[config.mk]
export PLATFORM = sky130hd
export DESIGN_NAME = serial_addsub_word
export DESIGN_NICKNAME = d
export VERILOG_FILES = /design/src/rtl/serial_addsub_pkg.sv /design/src/rtl/serial_addsub_word_fa.sv /design/src/rtl/serial_addsub_word.sv
export SDC_FILE = /design/constraint.sdc
export NUM_CORES = 1
export LEC_CHECK = 0
export CORE_MARGIN = 3
export CORE_UTILIZATION = 49
export DETAILED_ROUTE_END_ITERATION = 7
export GPL_TIMING_DRIVEN = 0
export MAX_ROUTING_LAYER = met4
export PLACE_DENSITY = 0.76
export SLEW_MARGIN = 20
export SYNTH_ARGS = -nofsm -noshare
export SYNTH_HDL_FRONTEND = slang
export SYNTH_SLANG_ARGS = --single-unit
[constraint.sdc]
create_clock -name clk -period 2.8 [get_ports clk]
set_input_delay 0.56 -clock clk [delete_from_list [all_inputs] [get_ports clk]]
set_output_delay 0.56 -clock clk [all_outputs]
set_load 0.02 [all_outputs]
[src/rtl/serial_addsub_pkg.sv]
// Shared types and sizing helpers for the word-framed bit-serial adder/subtractor.
package serial_addsub_pkg;

  typedef enum logic {
    IDLE = 1'b0,
    RUN  = 1'b1
  } state_t;

  localparam int unsigned DEFAULT_WIDTH = 8;

  // Width of the bit-position counter for a word of w bits (w >= 2).
  function automatic int unsigned cnt_width(input int unsigned w);
    return (w <= 2) ? 1 : $clog2(w);
  endfunction

endpackage

[src/rtl/serial_addsub_word_fa.sv]
// Combinational one-bit full adder used as the serial arithmetic core.
module serial_fa_bit (
  input  logic a_i,
  input  logic b_i,
  input  logic c_i,
  output logic s_o,
  output logic c_o
);

  // Sum and majority carry.
  always_comb begin
    s_o = a_i ^ b_i ^ c_i;
    c_o = (a_i & b_i) | (a_i & c_i) | (b_i & c_i);
  end

endmodule

[src/rtl/serial_addsub_word.sv]
// Word-framed bit-serial adder/subtractor, LSB first, with stall and abort.
// Optional macro SERIAL_ADDSUB_OVF_EN builds the signed-overflow flag;
// without it the overflow port is tied low.
module serial_addsub_word
  import serial_addsub_pkg::*;
#(
  parameter int unsigned WIDTH = DEFAULT_WIDTH
) (
  input  logic             clk,
  input  logic             reset,
  input  logic             in_valid,
  input  logic             sof,
  input  logic             sub,
  input  logic             a,
  input  logic             b,
  output logic             sum,
  output logic             sum_valid,
  output logic             busy,
  output logic             done,
  output logic             cout,
  output logic             overflow,
  output logic [WIDTH-1:0] result
);

  localparam int unsigned CW = cnt_width(WIDTH);
  localparam logic [CW-1:0] LAST_IDX = CW'(WIDTH - 1);

  state_t             state_q, state_d;
  logic [CW-1:0]      count_q, count_d;
  logic               carry_q, carry_d;
  logic               mode_q, mode_d;
  logic [WIDTH-1:0]   acc_q, acc_d;
  logic               sum_q, sum_d;
  logic               sum_valid_q, sum_valid_d;
  logic               done_q, done_d;
  logic               cout_q, cout_d;
  logic [WIDTH-1:0]   result_q, result_d;

  logic               start;
  logic               accept;
  logic               last;
  logic               mode_eff;
  logic               cin;
  logic [CW-1:0]      bit_idx;
  logic               b_eff;
  logic               fa_s;
  logic               fa_c;

  // Beat qualification: an sof beat always (re)starts a word at bit 0.
  always_comb begin
    start    = in_valid & sof;
    accept   = in_valid & (sof | (state_q == RUN));
    mode_eff = start ? sub : mode_q;
    cin      = start ? sub : carry_q;
    bit_idx  = start ? '0 : count_q;
    b_eff    = b ^ mode_eff;
    last     = accept & (bit_idx == LAST_IDX);
  end

  serial_fa_bit u_fa (
    .a_i (a),
    .b_i (b_eff),
    .c_i (cin),
    .s_o (fa_s),
    .c_o (fa_c)
  );

  // State register.
  always_ff @(posedge clk) begin
    if (reset) state_q <= IDLE;
    else       state_q <= state_d;
  end

  // Next-state: enter RUN on any accepted beat, leave after the MSB.
  always_comb begin
    state_d = state_q;
    if (accept) state_d = last ? IDLE : RUN;
  end

  // Datapath and registered-output next values.
  always_comb begin
    count_d     = count_q;
    carry_d     = carry_q;
    mode_d      = mode_q;
    acc_d       = acc_q;
    sum_d       = sum_q;
    sum_valid_d = 1'b0;
    done_d      = 1'b0;
    cout_d      = cout_q;
    result_d    = result_q;
    if (accept) begin
      mode_d         = mode_eff;
      carry_d        = fa_c;
      acc_d[bit_idx] = fa_s;
      sum_d          = fa_s;
      sum_valid_d    = 1'b1;
      count_d        = last ? '0 : CW'(bit_idx + CW'(1));
    end
    if (last) begin
      done_d   = 1'b1;
      cout_d   = fa_c;
      result_d = acc_d;
    end
  end

  // Datapath and output registers.
  always_ff @(posedge clk) begin
    if (reset) begin
      count_q     <= '0;
      carry_q     <= 1'b0;
      mode_q      <= 1'b0;
      acc_q       <= '0;
      sum_q       <= 1'b0;
      sum_valid_q <= 1'b0;
      done_q      <= 1'b0;
      cout_q      <= 1'b0;
      result_q    <= '0;
    end else begin
      count_q     <= count_d;
      carry_q     <= carry_d;
      mode_q      <= mode_d;
      acc_q       <= acc_d;
      sum_q       <= sum_d;
      sum_valid_q <= sum_valid_d;
      done_q      <= done_d;
      cout_q      <= cout_d;
      result_q    <= result_d;
    end
  end

`ifdef SERIAL_ADDSUB_OVF_EN
  logic ovf_q, ovf_d;

  // Signed overflow: carry into the MSB differs from carry out of it.
  always_comb begin
    ovf_d = ovf_q;
    if (last) ovf_d = cin ^ fa_c;
  end

  // Overflow flag register, held between words.
  always_ff @(posedge clk) begin
    if (reset) ovf_q <= 1'b0;
    else       ovf_q <= ovf_d;
  end

  assign overflow = ovf_q;
`else
  assign overflow = 1'b0;
`endif

  assign sum       = sum_q;
  assign sum_valid = sum_valid_q;
  assign busy      = (state_q == RUN);
  assign done      = done_q;
  assign cout      = cout_q;
  assign result    = result_q;

endmodule

; ---- Yosys cells after proc, flatten, opt, wreduce, memory -nomap -nowiden
; Cells that the tools add are included.
[classes]
addsub = 1
n_lt_le_gt_ge = 2
eq_ne = 1
n_mux = 11
bitwise_logic = 12
n_reduce_logical = 1
[ops]
columns = cell, count
row1 = $bwmux 8, 1
row2 = $mux 8, 1
row3 = $and 1x1->1, 6
row4 = $mux 1, 6
row5 = $mux 3, 2
row6 = $lt 3x4->1 const B, 1
row7 = $add 3x1->3 const B, 1
row8 = $demux 1 s3, 1
row9 = $eq 3x3->1 const B, 1
row10 = $ge 3x1->1 const B, 1
row11 = $or 1x1->1, 3
row12 = $xor 1x1->1, 3
row13 = $logic_and 1x1->1, 1
[totals]
regBits = 26
inputBits = 7
out_inout_bits = 14
wordCells = 38

; ---- Longest topological paths before layout
; Gate-level depths: netlist of run 1.
[depth]
word_depth = 8
mapped_depth = 9
mapped_depth_nobuf = 7

; ---- By module
; A second synthesis of run 1 with hierarchy kept.
[hier_totals]
cells_unflattened = 119
hier_area_um2 = 1131.1
[by_module_without_submodules]
columns = mod, n_inst, cells_each, area_per_inst_um2, seq_area_each_um2
row1 = serial_addsub_word, 1, 118, 1111.1, 500.5
row2 = serial_fa_bit, 1, 1, 20.0, 0.0

; ---- Worst setup path after synthesis of run 1
; No wires, ideal clock.
[synth_timing]
path_kind = input -> register
startpoint = input sof
endpoint = register result_q[4], in the netlist result[4]
setup_ns = 0.121
t_arrival_ns = 2.108
t_required_ns = 2.679
path_slack_ns = 0.571
path_stages = 8
path_buffers = 2
cell_sequence = clkbuf_1 -> nand2_1 -> a21oi_1 -> xnor2_1 -> fa_1 -> buf_2 -> mux2i_1 -> o21ai_1
[synth_between]
elab_cells_between_ends = 18
classes_between = 2 x order compare / 1 x eq/ne / 7 x mux / 7 x bitwise / 1 x reduce/logical
[synth_rtl]
columns = item, line
row1 = start: declaration, serial_addsub_word.sv:12  ; input logic sof,
row2 = $and 1x1->1 (*), serial_addsub_word.sv:51  ; start = in_valid & sof;
row3 = $mux 1, serial_addsub_word.sv:53  ; mode_eff = start ? sub : mode_q;
row4 = $xor 1x1->1, serial_addsub_word.sv:56  ; b_eff = b ^ mode_eff;
row5 = $xor 1x1->1, serial_addsub_word_fa.sv:12  ; s_o = a_i ^ b_i ^ c_i;
row6 = $xor 1x1->1 (*), serial_addsub_word_fa.sv:12
row7 = net fa_s, serial_addsub_word.sv:46  ; logic fa_s;
row8 = $bwmux 8 (*), serial_addsub_word.sv:94  ; acc_d[bit_idx] = fa_s;
row9 = $mux 8 (*), serial_addsub_word.sv:91  ; if (accept) begin
row10 = end signal: assignment, serial_addsub_word.sv:127  ; result_q <= result_d;
row11 = end: declaration, serial_addsub_word.sv:37  ; logic [WIDTH-1:0] result_q, result_d;
; Mark *: on every way through the listed nets, which the timed path passes. The rest lies on a longest branch.
; A chain may end at the register's enable or synchronous reset.

; ---- Final worst setup path of run 1
[layout_timing]
startpoint = input sof
endpoint = register result_q[1], in the netlist result[1]
; Same word-level chain as after synthesis.

==> out/metrics.sh, run 1 <==
STATUS='finished, final reports clean'
CRIT_FAMILY='buffers and inverters'
TIMING_WORST_SETUP_PATH_TYPE='in -> reg'
DPL_WS_NS=-0.169
REGISTER_AREA_UM2=520
WIRELENGTH_UM=2020
INTPOWER_mW=0.465
YS_ASYNC_SR_FRACTION_PCT=0
SYNTH_TOP_FLOP_CELL='sky130_fd_sc_hd__dfxtp_1'
CTS_SINK_COUNT=26
FINAL_HOLD_VIOL_COUNT=0
POSTCTSHOLDBUFS=0
SYNTH_TOP_AREA_CELL='sky130_fd_sc_hd__dfxtp_1'
AREA_OF_THE_MULTI_INPUT_GATES_UM2=500
POWER.SHARE.SWITCHING_PCT=24.1
GLOBALROUTETOTALUTIL_PCT=17.3
DRT-PASS1-ITER-COUNT=4
FINAL-SETUP-VIOL-COUNT=0
UNREPAIRED_SETUP_ENDPOINTS_AFTER_GLOBAL_ROUTING='no'
FINAL_LAYOUT_SIZE_SUFFIX_GT1_SHARE_PCT=9.42
FLOORPLAN.INITIALDENSITY_PCT=53.5
IO_PINS=21
TRITONCTS='yes'
NUMBER_OF_SYNTHESIZED_FLOPS_WITH_AN_ENABLE_PIN=0
WORSTREGTOREGCELLS=6
GRT_ANTENNA_BEFORE_REPAIR=0
CLK_ROOT_BUFFER_CELL='sky130_fd_sc_hd__clkbuf_4'
FINISH.NET_COUNT=149
PLACE_HPWL_UM=1480
POST-ROUTE-PERIOD-UTIL_PCT=89.3
SYNTH.YOSYS.WARNINGS=0
DATA_REQUIRED_CRITICAL_PATH_NS=3.00
SYN_TO_FINAL_GROWTH_PCT=23.0
VIASPERCELL=4.97
DRT-WIRELENGTH-PER-CELL_UM=12.2
RR_STARTPOINT='mode_q'
WORSTSETUPSTARTPOINTTYPE='input port'
PLACEABLECOREAREA_UM2=2020
POST-SYNTH-TOP-AREA-FRACTION_PCT=48.1
CLKPWRFRAC_PCT=24.2
TRITONCTS.NUM_BUFFERS=3
CRIT_PATH_MAX_INCR_DELAY_NS=0.47
SYNTH.LIB_CELLS_USED.DISTINCT=34
NUMPORTBUFFERS=19
FIRST_ITER_VIOLATIONS=7
SYNTH_TOP_CELLS_BY_AREA='sky130_fd_sc_hd__dfxtp_1 48%, sky130_fd_sc_hd__mux2i_1 9.3%, sky130_fd_sc_hd__o21ai_1 4.2%'
MAX-CLOCK-PATH-BUFFERS=2
NETS_IN_THE_SYNTHESIZED_NETLIST=125
MAXCAPVIOLATIONS=0
CPMAXSTAGEDELAYCELL='sky130_fd_sc_hd__clkdlybuf4s50_1'
DESIGN_POWER_TOTAL_mW=0.613
POWER.DENSITY_nW_PER_UM2=461
VIAS=820
WORSTHOLDSTART='result[2]'
GP_CONGESTION=0.885
SEQPWRFRAC_PCT=62.5
LEAKAGE_nW=0.556
FIRST_GLOBAL_VIAS=795
WORST_SETUP_EP_TYPE='register'
STD_CELL_ROWS=16
N_FILL_CELL=174
SYNTH_SEQ_AREA_SHARE_PCT=48.1
LAYOUT_SETUP_WS_NS=0.299
CORE_UTILIZATION_OF_THE_FINISHED_LAYOUT_PCT=65.8
POST_SYNTHESIS_CELLS=116
LARGEST_NET_DEGREE_AT_THE_START_OF_GLOBAL_ROUTING=14
GRT_PASS1_WL_UM=3510
CRIT_PATH_CELL_TRACE='clkdlybuf4s50_1 -> clkbuf_2 -> nand2_1 -> a21oi_1 -> xnor2_1 -> fa_1 -> buf_2 -> mux2i_1 -> o21ai_1'
SYNTH_COMMONEST_CELLS='26 x sky130_fd_sc_hd__dfxtp_1, 12 x sky130_fd_sc_hd__nor2_1, 11 x sky130_fd_sc_hd__nand2_1, 10 x sky130_fd_sc_hd__mux2i_1, 9 x sky130_fd_sc_hd__o21ai_1'
REG2REG_SLACK_NS=1.06
CLK_PIN_SLEW_WORST_PATHS_NS=0.12
FINALCLOCKSKEW_NS=0.00786
DRV_SLEW=0
SYNTH.CELL_AREA_UM2=1080
MIN_PERIOD_NS=2.50
P_SW_mW=0.148
HOLDPATHSTAGES=2
SHARE_COMB_OF_TOTAL_POWER_PCT=13.4
POSTROUTEANTENNANETS=0
WORSTHOLDPATHTYPE='reg -> reg'
CTS.REPAIR.RESIZED=0
SETUP.WORST_PATH.START='sof'
DRC=0
CLOCK_INSERTION_DELAY_WORST_SKEW_NS=0.30
DIEHEIGHT_UM=53.0
GRT-OVFL-TOTAL=0
SYN_AREA_PER_CELL_UM2=9.32
CRITICAL_PATH_BUF_INV_COUNT=3
TOTAL_DIE_AREA_UM2=2810
HIGHEST_FANOUT_SEEN_ON_THE_CRITICAL_PATH=10
H-TREE-DEPTH=1
WORSTPATHARRIVAL_NS=2.70
PEAKVDDDROP_mV=0.352
TIMING_LIMITED_MAXIMUM_FREQUENCY_MHz=400
ANTENNA_CELLS=0
DIE_W_UM=53.0
SYNTH_MOST_COMMON_CELL='sky130_fd_sc_hd__dfxtp_1'
SYNTH.FF_LATCH_COUNT=26
PATH_DEPTH=9
POST_CTS_BUFFERS=0
## per-stage QoR
| stage | hold WS (ns) | instance area (µm²) | cells | TNS [ns] |
|---|---|---|---|---|
| 3_3_place_gp | 0.436 | 1310 | 162 | -1.86 |
| 4_1_cts | 0.457 | 1330 | 165 | 0 |
| 3_5_place_dp | 0.441 | 1310 | 162 | -2.27 |
| 5_1_grt | 0.486 | 1330 | 165 | 0 |
| 6_report | 0.454 | 1330 | 165 | 0 |
| 2_1_floorplan | 0.456 | 1080 | 116 | 0 |
## per-layer routing
metal / wire length [µm] / global-route usage (%)
met5: 0 / -
met4: 19 / 5.11
met3: 46 / 3.38
met2: 923 / 26.0
met1: 1030 / 23.5
## cells in the final DEF (no fill, tap or decap), types with 3 or more instances in the layout
master / count
sky130_fd_sc_hd__dfxtp_1: 26
sky130_fd_sc_hd__clkdlybuf4s50_1: 19
sky130_fd_sc_hd__nor2_1: 12
sky130_fd_sc_hd__nand2_1: 11
sky130_fd_sc_hd__mux2i_1: 10
sky130_fd_sc_hd__o21ai_1: 9
sky130_fd_sc_hd__a21oi_1: 5
sky130_fd_sc_hd__nand3b_1: 4
sky130_fd_sc_hd__clkbuf_1: 3
sky130_fd_sc_hd__o21ai_0: 3
sky130_fd_sc_hd__clkbuf_4: 3
## tightest hold or removal path: stages, from the launching register on
cell and delay, ns:
sky130_fd_sc_hd__dfxtp_1 0.33, sky130_fd_sc_hd__nand2_1 0.05, sky130_fd_sc_hd__o21ai_1 0.05
## path summary, 6_finish.rpt
path	endpoint
worst min-delay path	result[2]
worst max register to register	result[1]
worst min register to register	result[2]
worst max-delay path	result[1]
## area by class of cell
cell class                 instances  area share [%]
buffer                            10            4.33
timing repair buffer              19            14.3
clock buffer                       3            1.69
inverter                           1           0.376
tap                               27            2.54
multi-input combinational         79            37.6
sequential                        26            39.1
## power by group through the flow
stage / Combinational, mW / Clock (mW) / Sequential (mW)
after floorplan: 0.0491 / 0 / 0.394
after global placement: 0.0813 / 0 / 0.391
after detailed placement: 0.0815 / 0 / 0.391
after CTS: 0.0818 / 0.151 / 0.383
after global routing: 0.0906 / 0.168 / 0.384
final: 0.0818 / 0.148 / 0.383
## cell families after synthesis
kind of cell	synth area share [%]
flops	48.1
xor+xnor	0.810
mux	9.26
fa+ha+maj	3.01
buf+inv	5.55
compound gates	10.9
simple gates	22.0
other cells	0.347
No activity file was read; power rests on OpenSTA's default activity.
==> run 2: changes to the inputs <==
Settings changed: TNS_END_PERCENT set to 20.
==> results of run 2 <==
Same layout as run 1: the final DEF is identical, and so are final timing and power.
==> run 3: changes to the inputs <==
Settings changed: CAP_MARGIN set to 5, HOLD_SLACK_MARGIN set to 0.12.
==> results of run 3 <==
Same layout as run 1: the final DEF is identical, and so are final timing and power.
